### src/rtl/imem_pkg.sv
// Shared definitions for the instruction-memory loader and the IM itself:
// memory geometry and the loader state encoding.
package imem_pkg;

    localparam int IM_BYTES = 128;
    localparam int IM_AW    = 7;

    typedef enum logic [1:0] {
        ST_IDLE = 2'd0,
        ST_LOAD = 2'd1,
        ST_DONE = 2'd2,
        ST_RUN  = 2'd3
    } state_e;

endpackage

### src/rtl/imem_load_ctrl.sv
// Instruction-memory load controller. Holds fetch stalled after reset, copies
// a byte-stream image into IM, then runs the pipeline while screening fetches
// against alignment and the loaded image length.
module imem_load_ctrl #(
    parameter int IM_BYTES = imem_pkg::IM_BYTES,
    parameter int IM_AW    = imem_pkg::IM_AW
) (
    input  logic             clk,
    input  logic             rstn,
    input  logic             load_req,
    input  logic             ld_valid,
    input  logic [7:0]       ld_data,
    input  logic             ld_last,
    output logic             ld_ready,
    output logic             mem_we,
    output logic [IM_AW-1:0] mem_waddr,
    output logic [7:0]       mem_wdata,
    input  logic             fetch_req,
    input  logic [31:0]      pc,
    output logic             im_read_en,
    output logic             fetch_stall,
    output logic [IM_AW:0]   img_len,
    output logic             ovf,
    output logic             pc_fault
);

    import imem_pkg::*;

    localparam logic [IM_AW:0] CAP_BYTES  = (IM_AW+1)'(IM_BYTES);
    localparam logic [IM_AW:0] WORD_BYTES = (IM_AW+1)'(4);

    state_e           state_q,     state_d;
    logic [IM_AW:0]   img_len_q,   img_len_d;
    logic             ovf_q,       ovf_d;
    logic             pc_fault_q,  pc_fault_d;
    logic             mem_we_q,    mem_we_d;
    logic [IM_AW-1:0] mem_waddr_q, mem_waddr_d;
    logic [7:0]       mem_wdata_q, mem_wdata_d;

    logic run_s;
    logic beat_s;
    logic legal_s;

    // Fetch screening and handshake decode; the end-of-word sum is one bit
    // wider than the address so a fetch at the top of IM cannot wrap.
    always_comb begin
        run_s    = (state_q == ST_RUN);
        ld_ready = (state_q == ST_LOAD);
        beat_s   = ld_valid & ld_ready;
        legal_s  = (pc[1:0] == 2'b00)
                 && (pc[31:IM_AW] == {(32-IM_AW){1'b0}})
                 && (({1'b0, pc[IM_AW-1:0]} + WORD_BYTES) <= img_len_q);
        im_read_en  = fetch_req & run_s & legal_s;
        fetch_stall = fetch_req & ~run_s;
    end

    // Next-state logic for the loader FSM, write stage and sticky flags.
    always_comb begin
        state_d     = state_q;
        img_len_d   = img_len_q;
        ovf_d       = ovf_q;
        pc_fault_d  = pc_fault_q;
        mem_we_d    = 1'b0;
        mem_waddr_d = mem_waddr_q;
        mem_wdata_d = mem_wdata_q;
        case (state_q)
            ST_IDLE: begin
                if (load_req) begin
                    state_d    = ST_LOAD;
                    img_len_d  = '0;
                    ovf_d      = 1'b0;
                    pc_fault_d = 1'b0;
                end else begin
                    state_d = ST_IDLE;
                end
            end
            ST_LOAD: begin
                if (beat_s) begin
                    if (img_len_q < CAP_BYTES) begin
                        mem_we_d    = 1'b1;
                        mem_waddr_d = img_len_q[IM_AW-1:0];
                        mem_wdata_d = ld_data;
                        img_len_d   = img_len_q + {{IM_AW{1'b0}}, 1'b1};
                    end else begin
                        // Image larger than IM: drop the byte, keep length saturated.
                        ovf_d = 1'b1;
                    end
                    if (ld_last) begin
                        state_d = ST_DONE;
                    end else begin
                        state_d = ST_LOAD;
                    end
                end else begin
                    state_d = ST_LOAD;
                end
            end
            ST_DONE: begin
                // One idle cycle so the final registered write retires before fetch.
                state_d = ST_RUN;
            end
            ST_RUN: begin
                if (fetch_req && !legal_s) begin
                    pc_fault_d = 1'b1;
                end else begin
                    pc_fault_d = pc_fault_q;
                end
                if (load_req) begin
                    state_d    = ST_LOAD;
                    img_len_d  = '0;
                    ovf_d      = 1'b0;
                    pc_fault_d = 1'b0;
                end else begin
                    state_d = ST_RUN;
                end
            end
            default: begin
                state_d = ST_IDLE;
            end
        endcase
    end

    // State and output registers with synchronous active-low reset.
    always_ff @(posedge clk) begin
        if (!rstn) begin
            state_q     <= ST_IDLE;
            img_len_q   <= '0;
            ovf_q       <= 1'b0;
            pc_fault_q  <= 1'b0;
            mem_we_q    <= 1'b0;
            mem_waddr_q <= '0;
            mem_wdata_q <= 8'h00;
        end else begin
            state_q     <= state_d;
            img_len_q   <= img_len_d;
            ovf_q       <= ovf_d;
            pc_fault_q  <= pc_fault_d;
            mem_we_q    <= mem_we_d;
            mem_waddr_q <= mem_waddr_d;
            mem_wdata_q <= mem_wdata_d;
        end
    end

    assign mem_we    = mem_we_q;
    assign mem_waddr = mem_waddr_q;
    assign mem_wdata = mem_wdata_q;
    assign img_len   = img_len_q;
    assign ovf       = ovf_q;
    assign pc_fault  = pc_fault_q;

endmodule

### config.mk
export PLATFORM = sky130hd
export DESIGN_NAME = imem_load_ctrl
export DESIGN_NICKNAME = d
export VERILOG_FILES = /design/src/rtl/imem_pkg.sv /design/src/rtl/imem_load_ctrl.sv
export SDC_FILE = /design/constraint.sdc
export NUM_CORES = 1
export LEC_CHECK = 0
export ABC_CLOCK_PERIOD_IN_PS = 3200
export CAP_MARGIN = 20
export CORE_ASPECT_RATIO = 0.6
export CORE_MARGIN = 4
export CORE_UTILIZATION = 25
export CTS_CLUSTER_DIAMETER = 30
export CTS_CLUSTER_SIZE = 14
export DETAILED_ROUTE_END_ITERATION = 6
export SLEW_MARGIN = 20
export SYNTH_ARGS = -nofsm -noshare
export SYNTH_HDL_FRONTEND = slang
export SYNTH_SLANG_ARGS = --single-unit
### constraint.sdc
create_clock -name clk -period 3.2 [get_ports clk]
set_clock_uncertainty 0.15 [all_clocks]
set_input_delay 0.8 -clock clk [delete_from_list [all_inputs] [get_ports clk]]
set_output_delay 0.8 -clock clk [all_outputs]
set_load 0.1 [all_outputs]
==> key figures <==
Clock network
  • Clk_lat worst skew: 0.27 ns
  • TritonCTS clock tree: built
  • CTS max path bufs: 2
  • H-Tree Depth: 1
  • Clock root buffer: clkbuf_8
  • TritonCTS buffer count: 3
  • Sink Count: 28
  • Clk slew on worst S/H paths: 0.10 ns

Setup path
  • Worst EP arrival: 2.38 ns
  • CP peak stage delay: 0.31 ns
  • Cells along the critical path: buf_8, ha_4, nand3_2, xnor2_1, ha_1, nand4_1, nor2_2, a21oi_2, nor4_4, buf_12
  • Buf+Inv Stages, Crit Path: 2
  • Top delay family on crit path: simple AND/OR/NAND/NOR gates
  • Reg-to-reg slack, setup: 0.98 ns
  • Worst setup SP type: input port
  • Critical path's slowest cell: ha_1
  • CP required: 2.25 ns
  • Worst setup EP type: output pin
  • Crit path kind: in -> out
  • Crit-path max FO: 2

Run
  • Max_cap viols: 0

Detailed routing
  • Post-DR wirelength/cell: 13.3 um
  • Initial DRT Pass Iterations: 4
  • DRT iter0 DRCs: 112
  • Vias: 1591
  • ANT nets after route: 0
  • Routed Wire Length: 4680 um
  • # DRC: 0
  • Vias per inst: 4.52

Floorplan
  • Chip width: 109 um
  • # rows: 21
  • Die Area: 7490 um^2
  • I/O pins: 75
  • Die height: 68.7 um
  • Core area: 5750 um^2
  • Initial Util: 26.6%

Logic synthesis
  • Share of flip-flops with an asynchronous set or reset: 0%
  • Mapped Area: 1530 um^2
  • Synth Register Bits: 28
  • Yosys warns: 0
  • Synth Instances: 186
  • Cell variety after synth: 34
  • Synthesized Nets: 246
  • Syn avg cell area: 8.24 um^2
  • Post-synth EDFFs: 0
  • Most used DFF post-synth: dfxtp_1
  • Register area share after synthesis: 36.6%

STA
  • Final Setup Violations: 1
  • RSZ-0062 raised after global routing: true
  • Max transition margin: 53.3%
  • Final Critical Period: 3.33 ns
  • Slew Limit Fails: 0
  • Worst-Margin Slew: 0.700 ns
  • Fin. Hold Viols: 0
  • Final worst slack: -0.135 ns
  • Final period util: 104%
  • Achievable frequency: 0.300 GHz
  • Worst hold slack: 0.310 ns
  • Fin Setup TNS: -0.135 ns

Final layout
  • Filler cell count: 566
  • Finished Layout Cells: 352
  • Layout cells sized above 1: 28.3%
  • Nets: 333
  • Area grow syn2layout: 66.4%
  • Commonest cells after routing, fill and taps aside: buf_4, nand2_1, a21oi_1
  • Commonest non-fill, non-tap cell in the layout: buf_4
  • Antenna diodes: 0

Global routing
  • First-pass GRT wire length: 7450 um
  • Gr ovfl total: 0
  • Pin count of the biggest net entering global routing: 22
  • Vias in the first global route: 1516
  • GRT Util Overall: 12.7%
  • Initial antenna violation count: 0

Place
  • Port bufs: 74
  • Dpl cells: 338
  • Routability cong.: 0.746
  • Placed wire-length estimate: 3630 um

Pwr
  • Cell Pwr Density: 326 nW/um^2
  • Lkg Pwr: 0.00103 uW
  • Max rail drop VDD: 203 uV

Run status
  • Status: finished with violations
  • Violated checks: setup timing

Worst hold path
  • Hold/Removal Path Class: reg -> reg
-- metrics by stage --
step	utilization (%)	power (uW)	setup slack (ns)	cell area (um^2)
floorplan	-	520	-0.570	1580
global placement	41.3	616	-0.631	2370
detailed placement	41.3	618	-0.698	2370
CTS	43.8	840	-0.125	2520
global route	44.3	876	-0.261	2550
finish	44.3	833	-0.135	2550
-- sequential cells by signal, summed over array words and instances (netlist names) --
register and cells:
img_len 8, mem_waddr 7, mem_wdata 8, mem_we 1, ovf 1, pc_fault 1
state_q 2
-- cells by family after synthesis --
family	after synthesis	share of synthesized area (%)
flip-flops	28	36.6
AND/OR/NAND/NOR	72	21.4
XOR/XNOR	7	4.00
buffers and inverters	21	5.47
multiplexers	2	2.12
AO/OA/AOI/OAI	42	19.0
adder cells (fa/ha/maj)	14	11.4
-- synth_stat cells, drive strengths merged (4+ instances only) --
| library cell | n | area, um^2 |
|---|---|---|
| a21oi | 25 | 125 |
| a211oi | 5 | 55.1 |
| inv | 15 | 56.3 |
| clkbuf | 4 | 15.0 |
| dfxtp | 28 | 561 |
| nand2 | 36 | 135 |
| nor2 | 11 | 43.8 |
| nor4 | 7 | 43.8 |
| xnor2 | 6 | 52.6 |
| nand4 | 5 | 31.3 |
| ha | 14 | 175 |
| nand3 | 7 | 35.0 |
-- power breakdown --
part | switching [uW] | leakage [uW] | internal (uW)
sequential | 8.26 | 0.000230 | 357
combinational | 148 | 0.000771 | 99.0
clock | 110 | 0.0000288 | 110
total | 266 | 0.00103 | 566
-- layout make-up --
type                    instances  area, um^2  area share [%]
inverters                      15        56.3            2.21
multi-input cells             137         962            37.7
repair buffers                 88         808            31.7
flip-flops and latches         28         569            22.3
clock buffers                   4        55.1            2.16
well taps                      80         100            3.92
-- worst paths after layout --
path	from	to	cells past startpoint
setup / recovery	pc[3]	im_read_en	10
setup reg to reg	state_q[1]	img_len[1]	6
hold / removal	mem_wdata[0]	mem_wdata[0]	2
hold reg to reg	mem_wdata[0]	mem_wdata[0]	2
-- repair_timing --
action / 4_1_cts / 5_1_grt
pin swaps: 15 / 9
endpoints found under the setup margin: 1 / 2
buffers inserted: 12 / 0
hold buffers: 0 / 0
gates resized for setup: 38 / 16
-- tightest hold or removal path, stage by stage (launching register included) --
cell     delay (ns)
dfxtp_1        0.32
nand2_1        0.05
a21oi_1        0.05
-- layer usage --
layer / wire (um) / part of all wire, % / global-route usage [%]
met1: 2390 / 51 / 18.7
met2: 1930 / 41 / 18.5
met3: 347 / 7.4 / 3.72
met4: 14 / 0.30 / 1.42
met5: 0 / 0 / 0
(Power assumes the default switching activity.)
